[src/rtl/led_trail_pwm.sv]
// Per-channel LED fader: a high input snaps its channel to full brightness, then the level
// decays in steps once the input drops. The level is scaled by a global dim and driven out as 8-bit PWM.
module led_trail_pwm #(
    parameter int N_CH       = 4,
    parameter int DECAY_DIV  = 47000,
    parameter int DECAY_STEP = 4
) (
    input  logic            clk,
    input  logic            rst,
    input  logic [N_CH-1:0] led_in,
    input  logic [7:0]      dim,
    output logic [N_CH-1:0] led_out
);

    localparam int              PW         = $clog2(DECAY_DIV);
    localparam logic [PW-1:0]   PRESC_MAX  = PW'(DECAY_DIV - 1);
    localparam logic [7:0]      STEP       = 8'(DECAY_STEP);
    localparam logic [7:0]      LEVEL_FULL = 8'd255;

    logic [7:0]      pwm_cnt_r;
    logic [7:0]      pwm_cnt_nxt_s;
    logic [PW-1:0]   presc_r;
    logic [PW-1:0]   presc_nxt_s;
    logic            tick_s;
    logic [8:0]      dim_p1_s;
    logic [7:0]      level_r     [N_CH];
    logic [7:0]      level_nxt_s [N_CH];
    logic [7:0]      eff_r       [N_CH];
    logic [7:0]      eff_nxt_s   [N_CH];
    logic [N_CH-1:0] led_out_r;
    logic [N_CH-1:0] led_out_nxt_s;

    // Saturating decrement: anything at or below the step lands on zero instead of wrapping.
    function automatic logic [7:0] decay_sat(input logic [7:0] lvl);
        logic [7:0] res;
        if (lvl > STEP) begin
            res = lvl - STEP;
        end else begin
            res = 8'd0;
        end
        return res;
    endfunction

    // (level * (dim+1)) >> 8; dim=255 is an exact pass-through.
    function automatic logic [7:0] dim_scale(input logic [7:0] lvl, input logic [8:0] d_p1);
        logic [15:0] prod;
        prod = {8'd0, lvl} * {7'd0, d_p1};
        return 8'(prod >> 8);
    endfunction

    // Free-running PWM counter and decay prescaler.
    always_comb begin
        tick_s        = (presc_r == PRESC_MAX);
        pwm_cnt_nxt_s = pwm_cnt_r + 8'd1;
        if (tick_s) begin
            presc_nxt_s = {PW{1'b0}};
        end else begin
            presc_nxt_s = presc_r + PW'(1);
        end
    end

    // Per-channel level priority (input beats tick), dim scaling and PWM compare.
    always_comb begin
        dim_p1_s      = {1'b0, dim} + 9'd1;
        led_out_nxt_s = {N_CH{1'b0}};
        for (int i = 0; i < N_CH; i++) begin
            level_nxt_s[i]   = level_r[i];
            eff_nxt_s[i]     = dim_scale(level_r[i], dim_p1_s);
            led_out_nxt_s[i] = (eff_r[i] > pwm_cnt_r);
            if (led_in[i]) begin
                level_nxt_s[i] = LEVEL_FULL;
            end else if (tick_s) begin
                level_nxt_s[i] = decay_sat(level_r[i]);
            end else begin
                level_nxt_s[i] = level_r[i];
            end
        end
    end

    // State registers; reset clears everything immediately, even mid-fade.
    always_ff @(posedge clk or posedge rst) begin
        if (rst) begin
            pwm_cnt_r <= 8'd0;
            presc_r   <= {PW{1'b0}};
            led_out_r <= {N_CH{1'b0}};
            for (int i = 0; i < N_CH; i++) begin
                level_r[i] <= 8'd0;
                eff_r[i]   <= 8'd0;
            end
        end else begin
            pwm_cnt_r <= pwm_cnt_nxt_s;
            presc_r   <= presc_nxt_s;
            led_out_r <= led_out_nxt_s;
            for (int i = 0; i < N_CH; i++) begin
                level_r[i] <= level_nxt_s[i];
                eff_r[i]   <= eff_nxt_s[i];
            end
        end
    end

    assign led_out = led_out_r;

endmodule

[config.mk]
export PLATFORM = sky130hd
export DESIGN_NAME = led_trail_pwm
export DESIGN_NICKNAME = d
export VERILOG_FILES = /design/src/rtl/led_trail_pwm.sv
export SDC_FILE = /design/constraint.sdc
export NUM_CORES = 1
export LEC_CHECK = 0
export BUFFER_PORTS_ARGS = -buffer_cell sky130_fd_sc_hd__buf_4
export CORE_AREA = 2 2 175 211
export CTS_CLUSTER_SIZE = 28
export DETAILED_ROUTE_END_ITERATION = 12
export DIE_AREA = 0 0 177 213
export PLACE_DENSITY = 0.58
export SYNTH_ARGS = -nofsm -noshare
export SYNTH_HDL_FRONTEND = slang
export SYNTH_SLANG_ARGS = --single-unit
[constraint.sdc]
create_clock -name clk -period 4.83 [get_ports clk]
set_clock_uncertainty 0.1 [all_clocks]
set_input_delay 0.2415 -clock clk [delete_from_list [all_inputs] [get_ports clk]]
set_output_delay 0.2415 -clock clk [all_outputs]
set_load 0.02 [all_outputs]
Word-level counts from Yosys, hierarchy flattened
Cells that the tools add are included.

$add $sub $neg: 7. Multiply operators: 4. $lt $le $gt $ge: 8. Eq/ne operators: 1. Multiplexer cells: 13. Reductions and logical operators: 4.

Operator list (number): two-way mux 8 bit (12); multiplier 8 x 9 -> 16 bit (4); > comparator 8 x 3 -> 1 bit (second input constant) (4); > comparator 8 bit (4); subtractor 8 x 3 -> 8 bit (second input constant) (4); adder 16 x 1 -> 16 bit (second input constant) (1); equality test 16 bit (second input constant) (1); two-way mux 16 bit (1); adder 8 x 1 -> 9 bit (second input constant) (1); adder 8 x 1 -> 8 bit (second input constant) (1); nonzero test 2 bit (4).

Register bits: 92. Input bits: 14. Output and inout port bits: 4. Logic and storage cells: 48.

Longest topological paths before layout
Gate-level depths: netlist of the first run.

Depth in word-level cells: 4. Gate-level depth with buffers: 21. Gate-level depth less buffers: 20.

Least setup slack after synthesis of the first run
OpenSTA, ideal clock, no wires.

Path kind: input-to-reg. From: input dim[0]. To: register eff_r[15] in the netlist's numbering. Setup time: 0.080 ns. Arrival: 4.988 ns. Required time: 4.650 ns. Setup slack: -0.338 ns. Cell stages on the path: 20. Buffers on the path: 1. Cell sequence: clkbuf_1 -> nand2_1 -> nor2_1 -> and3_1 -> xnor2_1 -> nor2_1 -> fa_1 -> fa_1 -> fa_1 -> inv_1 -> fa_1 -> inv_1 -> ha_1 -> o21ai_0 -> a22oi_1 -> and3_1 -> a221o_1 -> a21o_1 -> a21oi_1 -> xnor2_1.

RTL lines: from (decl) (RTL line 11) `input logic [7:0] dim,`; to (signal, indexed assignment) (RTL line 96) `eff_r[i] <= eff_nxt_s[i];`; to (decl) (RTL line 28) `logic [7:0] eff_r [N_CH];`.

==> results of run 1 <==
[through the flow]
stage / total power, uW / area [um2] / cells / util [%]
floorplan: 5040 / 12400 / 1339 / -
global placement: 6880 / 13800 / 1891 / 38.7
detailed placement: 7030 / 13800 / 1891 / 38.7
CTS: 7850 / 14200 / 1911 / 39.7
global route: 8770 / 14200 / 1911 / 39.9
finish: 7720 / 14200 / 1911 / 39.9
[cell type report]
cell class / count / share of cell area, %
flip-flops and latches: 88 / 15.5
clock buffers: 9 / 1.58
well taps: 468 / 4.12
inverters: 256 / 6.77
clock inverters: 7 / 0.589
multi-input cells: 950 / 64.2
repair buffers: 133 / 7.29
[power groups by stage]
stage / clock, uW / combinational, uW / sequential [uW]
6_report: 741 / 5950 / 1030
5_1_grt: 803 / 6920 / 1050
4_1_cts: 776 / 6040 / 1030
3_5_place_dp: 0 / 5970 / 1050
3_3_place_gp: 0 / 5830 / 1050
2_1_floorplan: 0 / 3990 / 1050
[state kept, by name (all words and copies together) (netlist names)]
signal / cells
led_out: 4
level_r: 28
eff_r: 32
pwm_cnt_r: 8
presc_r: 16
[layout by cell type (no fill, tap or decap), types with 21 or more instances in the layout]
master / count
and2_1: 100
ha_1: 170
xor2_1: 24
fa_1: 160
a21oi_1: 35
o21ai_0: 26
dfrtp_1: 86
nor3_1: 23
inv_1: 253
nand3_1: 21
nand2_1: 120
nor2_1: 73
buf_4: 126
xnor2_1: 38
[metal layers]
layer  up-vias  track usage, %  routed length (um)
met5         -               0                   0
met4         0            4.73                 573
met3        32            2.69                1060
met2       137            27.5               13300
met1      4452            20.8               12800
li1       4407               -                   -
[critical path, cell delays in order]
cell and delay (ns):
buf_4 0.13, ha_4 0.18, nand3_4 0.13, xor2_1 0.15, buf_4 0.16, nor2_1 0.06, fa_1 0.50, inv_1 0.05
fa_1 0.53, inv_1 0.05, fa_1 0.47, inv_1 0.05, fa_1 0.48, inv_1 0.04, ha_1 0.27, o21ai_0 0.17
a22oi_1 0.10, and3_1 0.19, a221o_1 0.33, a21o_1 0.21, a21oi_2 0.15, xnor2_1 0.12
[cells by family (layout without fill, tap and decap cells)]
| kind of cell | Yosys count | count (layout) | synth area share, % |
|---|---|---|---|
| AO/OA/AOI/OAI | 127 | 127 | 6.74 |
| flip-flops | 88 | 88 | 17.9 |
| buffers and inverters | 301 | 405 | 9.22 |
| AND/OR/NAND/NOR | 422 | 422 | 17.6 |
| adder cells (fa/ha/maj) | 331 | 331 | 43.5 |
| XOR/XNOR | 70 | 70 | 4.99 |
[worst min-delay path by stage]
stage                         start            to  slack [ns]  cells after the start
after floorplan           led_in[3]    level_r[5]        0.24                      1
after global placement          rst  pwm_cnt_r[5]        0.33                      2
after detailed placement        rst  pwm_cnt_r[5]        0.34                      2
after CTS                 led_in[2]   level_r[15]       0.004                      2
after global routing      led_in[2]   level_r[15]        0.02                      2
final                     led_in[2]   level_r[15]        0.02                      2
[timing repair]
action	CTS	global route
hold endpoints to repair	61	0
endpoints found under the setup margin	0	14
hold buffers	4	0
gates resized for setup	0	12
==> results.yml, run 1 <==
clock_tree:
  cts_num_sinks: 88
  worst_skew_pair.late_latency_ns: 0.38
  postCtsSetupRepairBufs: 0
  numCtsBuffers: 9
  root_buffer: "clkbuf_16"
  cts_tree: "yes"
  clk_path_buf_depth: 2
  clk_pin_slew_ns: 0.08
  htree_num_levels: 3
floorplanning:
  rows: 76
  coreArea_um2: 35700
  die_w_um: 177
  dieArea_um2: 37700
  start_util_pct: 34.4
  die_h_um: 213
  pin_count: 18
drt:
  drtAntennaViolNets: 0
  routedWlPerCell_um: 14.5
  wl_mm: 27.7
  num_vias: 9028
  viasPerCell: 4.72
  drt-initial-drc-count: 370
  dr.pass1.iters: 5
  drc: 0
logic_synthesis:
  yosysSeqAreaShare_pct: 17.9
  mappedNetlistArea_um2: 12300
  ys.flop_type: "dfrtp_1"
  synthTopCellsByCount: "256 x inv_1, 171 x ha_1, 160 x fa_1, 120 x nand2_1, 100 x and2_1"
  synth_edf_count: 0
  syn_inst: 1339
  ys_async_sr_fraction_pct: 100
  synthDistinctLibCells: 51
  syn_nets: 1684
  ys_ff_latch: 88
  synth_top_area_cell: "fa_1"
  synthDominantCellAreaShare_pct: 26.1
  avgSynthCellArea_um2: 9.17
  yosysWarnings: 0
  yosysMostFrequentCell: "inv_1"
  ys_top_cells_by_area: "fa_1 26%, dfrtp_1 18%, ha_1 17%"
critical_path:
  crit_fanout: 5
  crit_arrival_ns: 4.79
  required_ns: 5.03
  crit_path_start: "dim[0]"
  rr_worst_depth: 18
  crit_path_end_kind: "flip-flop"
  worstReg2RegStart: "level_r[11]"
  reg2reg_to: "eff_r[15]"
  crit_type: "in -> reg"
  crit_path_end: "eff_r[15]"
  critPathLaunchType: "input pin"
  timing.reg2reg.setup_slack_ns: 0.25
sta:
  setup_tns_ns: 0
  max_slew_margin_pct: 34.1
  finalMaxSlewViolations: 0
  rsz0062_at_grt: "false"
  finalWorstSetupSlack_ns: 0.246
  hold_viol_final: 0
  finalCritPeriodShare_pct: 94.9
  tightest_slew_ns: 0.974
  fmax_mhz: 218
  hold_ws_ns: 0.0237
  finalSetupViolations: 0
  period_minus_slack_ns: 4.58
global_route:
  grt_overflow_total: 0
  grt_max_degree: 56
  grt_pass1_vias: 9713
  antenna_found_initial: 0
  grt_pass1_wl_mm: 48.0
  grt_util_all_layers_pct: 16.1
placed_design:
  io_buffers: 17
  place_congestion: 0.844
  place_hpwl_mm: 23.1
  pre_cts_slack_ns: -0.257
cells_and_area:
  multi_input_area_um2: 9130
  seqCellArea_um2: 2200
  drive_gt1_share_pct: 12.4
  nets: 1783
  fillers: 3567
  area_delta_synth_final_pct: 15.8
  antenna_cells: 0
min_path:
  min-delay-path-class: "in -> reg"
pwr:
  sequentialPowerShare_pct: 13.3
  comb_power_share_pct: 77.1
  internal_power_uw: 4380
  p_switching_uw: 3340
  pwr-share-clk_pct: 9.6
  cellLeakagePower_uw: 0.00719
  switching_share_pct: 43.3
  peakVddDrop_mv: 0.426
  powerDensity_nw_per_um2: 543
outcome:
  status: "completed"
run:
  cap_violations: 0
Note: power is estimated with default switching activity, not from simulation.
==> run 2: changes to the inputs <==
Settings changed: MAX_ROUTING_LAYER set to met4, REMOVE_ABC_BUFFERS set to 1, SETUP_SLACK_MARGIN set to 0.3.
==> results.yml, run 2 (synthesis gave the netlist of run 1 again) <==
floorplanning:
  pin_count: 18
  die_w_um: 177
  start_util_pct: 34.4
  dieArea_um2: 37700
  rows: 76
  coreArea_um2: 35700
  die_h_um: 213
global_route:
  grt_util_all_layers_pct: 17.4
  grt_max_degree: 48
  grt_pass1_vias: 9964
  grt_overflow_total: 0
  antenna_found_initial: 0
  grt_pass1_wl_mm: 50.1
clock_tree:
  numCtsBuffers: 9
  htree_num_levels: 3
  clk_pin_slew_ns: 0.08
  clk_path_buf_depth: 2
  cts_num_sinks: 88
  worst_skew_pair.late_latency_ns: 0.37
  root_buffer: "clkbuf_16"
  cts_tree: "yes"
placed_design:
  placed_cell_area_um2: 13900
  place_congestion: 0.874
  io_buffers: 17
  place_hpwl_mm: 24.2
  post-place-cells: 1909
pwr:
  peakVddDrop_mv: 0.349
  cellLeakagePower_uw: 0.00748
  powerDensity_nw_per_um2: 608
drt:
  routedWlPerCell_um: 15.6
  wl_mm: 30.4
  dr.pass1.iters: 5
  drt-initial-drc-count: 485
  drc: 0
  viasPerCell: 4.76
  drtAntennaViolNets: 0
  num_vias: 9286
outcome:
  status: "completed"
sta:
  max_slew_margin_pct: 26.6
  finalMaxSlewViolations: 0
  hold_viol_final: 0
  fmax_mhz: 218
  rsz0062_at_grt: "true"
  finalCritPeriodShare_pct: 95.1
  hold_ws_ns: 0.0131
  finalSetupViolations: 0
  period_minus_slack_ns: 4.60
  setup_tns_ns: 0
  tightest_slew_ns: 1.10
cells_and_area:
  largestRegisters: "eff_r x32, level_r x28, presc_r x16"
  regMostFlops: "eff_r"
  antenna_cells: 0
  nets: 1823
  fin_cells: 1951
  largest_register_ffs: 32
  area_delta_synth_final_pct: 23.1
  layout_commonest_cell: "inv_1"
  layout_common_cells: "241 x inv_1, 156 x ha_1, 155 x fa_1"
  fin_area_um2: 15100
  drive_gt1_share_pct: 20.6
min_path:
  min-delay-path-class: "in -> reg"
critical_path:
  crit_path_end_kind: "flip-flop"
  crit_fanout: 5
  critPathLaunchType: "input pin"
  crit_type: "in -> reg"
  crit_arrival_ns: 4.79
  required_ns: 5.03
run:
  cap_violations: 0
## run 2: changes by cell type in the layout (fill, tap and decap cells not counted), moves of 7 or more
cell,previous run,this run
a21oi_1,35,25
a21oi_2,1,10
and2_1,100,93
and2_4,0,7
buf_4,126,142
buf_6,1,18
ha_1,170,156
ha_4,1,12
inv_1,253,241
inv_2,2,14
o21ai_0,26,18
## run 2: final timing paths
kind                       slack, ns  cells past startpoint      endpoint    startpoint
min in group asynchronous       0.42                      3    presc_r[7]           rst
max reg2reg                     0.28                     15     eff_r[15]   level_r[15]
max in group asynchronous       3.17                      4    level_r[2]           rst
min reg2reg                     0.38                      1  pwm_cnt_r[7]  pwm_cnt_r[7]
max                             0.23                     22     eff_r[15]        dim[0]
min                             0.01                      2   level_r[26]     led_in[0]
## run 2: per-layer routing
layer / track usage, % / wire length [um] / vias up
li1: - / - / 4486
met5: - / 0 / -
met4: 5.56 / 927 / 0
met2: 29.3 / 15100 / 142
met1: 21.7 / 13300 / 4613
met3: 2.23 / 1010 / 45
## run 2: what timing repair did
action                                  CTS  global route
endpoints found under the setup margin   24            24
buffers inserted                         10            14
endpoints found under the hold margin    47             0
pin swaps                                24            63
hold buffers                              2             0
gates cloned                              0             0
gates resized for setup                  53           112
## run 2: critical path, stage by stage
cell and delay (ns):
buf_12 0.09, buf_8 0.11, nand2_4 0.05, nor2_4 0.13, buf_6 0.12, xor2_1 0.16
buf_4 0.17, and2_4 0.14, fa_1 0.46, fa_1 0.51, fa_1 0.55, inv_2 0.05
fa_1 0.51, inv_2 0.05, ha_4 0.16, nor3_4 0.20, buf_4 0.13, nand4b_1 0.12
a221o_1 0.36, a21o_1 0.21, a21oi_2 0.15, xnor2_1 0.12
## run 2: layout make-up
class | count | area [um2]
fill | 3515 | 20500
tap | 468 | 586
timing repair buffer | 173 | 1480
inverter | 256 | 963
clock inverter | 6 | 72.6
sequential | 88 | 2210
clock buffer | 10 | 239
multi-input combinational | 950 | 9570
## run 2: metrics by stage
stage	utilization, %	setup WS [ns]	power [uW]
4_1_cts	40.8	0.254	8270
3_3_place_gp	38.9	-0.434	6980
6_report	42.4	0.235	9190
3_5_place_dp	38.9	-0.536	7120
5_1_grt	42.4	0.0411	10200
2_1_floorplan	-	-0.493	5010
## run 2: where the power goes
group | total (uW) | internal (uW) | leakage (uW) | switching [uW]
clock network | 778 | 424 | 0.000156 | 354
logic | 7370 | 3810 | 0.00636 | 3570
registers | 1040 | 978 | 0.000969 | 59.3
==> run 3: changes to the inputs <==
Settings changed: CORE_AREA 2 2 175 211 to 2 2 191 193, DIE_AREA 0 0 177 213 to 0 0 193 195.
==> results.yml, run 3 (synthesis gave the netlist of run 1 again) <==
cells_and_area:
  layout_commonest_cell: "inv_1"
  largest_register_ffs: 32
  antenna_cells: 0
  drive_gt1_share_pct: 21.2
  nets: 1827
  area_delta_synth_final_pct: 24.7
  fillers: 3381
  regMostFlops: "eff_r"
  layout_common_cells: "238 x inv_1, 155 x ha_1, 154 x fa_1"
  largestRegisters: "eff_r x32, level_r x28, presc_r x16"
pwr:
  powerDensity_nw_per_um2: 598
  cellLeakagePower_uw: 0.00755
  peakVddDrop_mv: 0.288
  total_power_uw: 9170
floorplanning:
  coreArea_um2: 35400
  dieArea_um2: 37600
  start_util_pct: 34.7
  die_h_um: 195
  die_w_um: 193
  rows: 69
  pin_count: 18
clock_tree:
  root_buffer: "clkbuf_16"
  clk_pin_slew_ns: 0.07
  cts_num_sinks: 88
  cts_tree: "yes"
  clk_path_buf_depth: 2
  numCtsBuffers: 9
  worst_skew_pair.late_latency_ns: 0.36
  htree_num_levels: 3
outcome:
  status: "completed"
critical_path:
  worstReg2RegStart: "level_r[12]"
  rr_worst_depth: 17
  crit_path_end_kind: "flip-flop"
  max_stage_delay_ns: 0.52
  required_ns: 5.02
  cp_num_cells: 24
  critPathLaunchType: "input pin"
  crit_slowest_cell: "fa_1"
  timing.reg2reg.setup_slack_ns: 0.30
  crit_fanout: 3
  path_delay_family: "adder cells"
  crit_arrival_ns: 4.81
  critPathBufInv: 8
  crit_chain: "buf_12 -> ha_4 -> nand3_4 -> buf_6 -> xor2_1 -> buf_4 -> buf_6 -> nor2_1 -> fa_1 -> inv_1 -> fa_1 -> inv_1 -> fa_1 -> inv_1 -> fa_1 -> inv_1 -> ha_4 -> o21ai_2 -> a22oi_2 -> and3_1 -> a221o_1 -> a21o_1 -> a21oi_2 -> xnor2_1"
  crit_type: "in -> reg"
  reg2reg_to: "eff_r[15]"
global_route:
  grt_pass1_vias: 9500
  grt_pass1_wl_mm: 48.8
  grt_max_degree: 51
  grt_util_all_layers_pct: 17.0
  antenna_found_initial: 0
  grt_overflow_total: 0
drt:
  drtAntennaViolNets: 0
  wl_mm: 30.4
  num_vias: 9232
  drt-initial-drc-count: 460
  drc: 0
  viasPerCell: 4.74
  dr.pass1.iters: 5
  routedWlPerCell_um: 15.6
sta:
  finalMaxSlewViolations: 0
  period_minus_slack_ns: 4.62
  max_slew_margin_pct: 29.8
  finalCritPeriodShare_pct: 95.7
  rsz0062_at_grt: "true"
  hold_ws_ns: 0.0230
  finalSetupViolations: 0
  setup_tns_ns: 0
  tightest_slew_ns: 1.04
  fmax_mhz: 216
  hold_viol_final: 0
min_path:
  min-delay-path-class: "in -> reg"
  holdPathStages: 2
  hold_start: "led_in[1]"
  holdPathEnd: "level_r[18]"
placed_design:
  io_buffers: 17
  place_hpwl_mm: 23.2
  place_congestion: 0.853
run:
  cap_violations: 0
## run 3: cell count changes in the layout (fill, tap and decap cells not counted), moves of 6 or more
cell | before | now
dfrtp_2 | 6 | 0
buf_12 | 6 | 13
dfrtp_1 | 82 | 88
buf_6 | 18 | 25
buf_4 | 142 | 136
## run 3: timing repair
action	CTS	global route
pin swaps	40	103
endpoints found under the setup margin	26	20
hold buffers	1	0
gates resized for setup	66	110
setup buffers	15	21
hold endpoints to repair	49	0
## run 3: layer usage
metal | share of wire [%] | vias up | global-route usage (%)
met5 | 0 | - | -
met4 | 2.0 | 0 | 3.87
met3 | 2.7 | 36 | 1.96
met2 | 48 | 146 | 27.3
met1 | 47 | 4560 | 23.1
li1 | - | 4490 | -
## run 3: report_power, final
part	leakage [uW]	total [uW]	switching (uW)	internal, uW
logic	0.00642	7310	3490	3820
clock network	0.000161	832	315	517
registers	0.000971	1030	48.7	978
total	0.00755	9170	3850	5320
## run 3: stage by stage
stage          utilization [%]  area [um2]  worst slack (ns)  instances
2_1_floorplan                -       12100            -0.493       1294
3_3_place_gp              39.0       13800            -0.517       1895
3_5_place_dp              39.0       13800            -0.552       1895
4_1_cts                   41.4       14700             0.260       1926
5_1_grt                   43.3       15300            0.0330       1947
6_report                  43.3       15300             0.208       1947
## run 3: cell type report
class	count	area, um2	share of cell area [%]
inverters	256	963	6.29
clock inverters	5	105	0.686
multi-input cells	950	9630	62.9
clock buffers	10	239	1.56
well taps	461	577	3.76
flip-flops and latches	88	2200	14.4
repair buffers	177	1600	10.5
## run 3: worst max-delay path by stage
stage	from	endpoint
floorplan	dim[0]	eff_r[15]
global placement	dim[0]	eff_r[15]
detailed placement	dim[0]	eff_r[15]
CTS	dim[0]	eff_r[15]
global route	dim[0]	eff_r[15]
finish	dim[0]	eff_r[15]
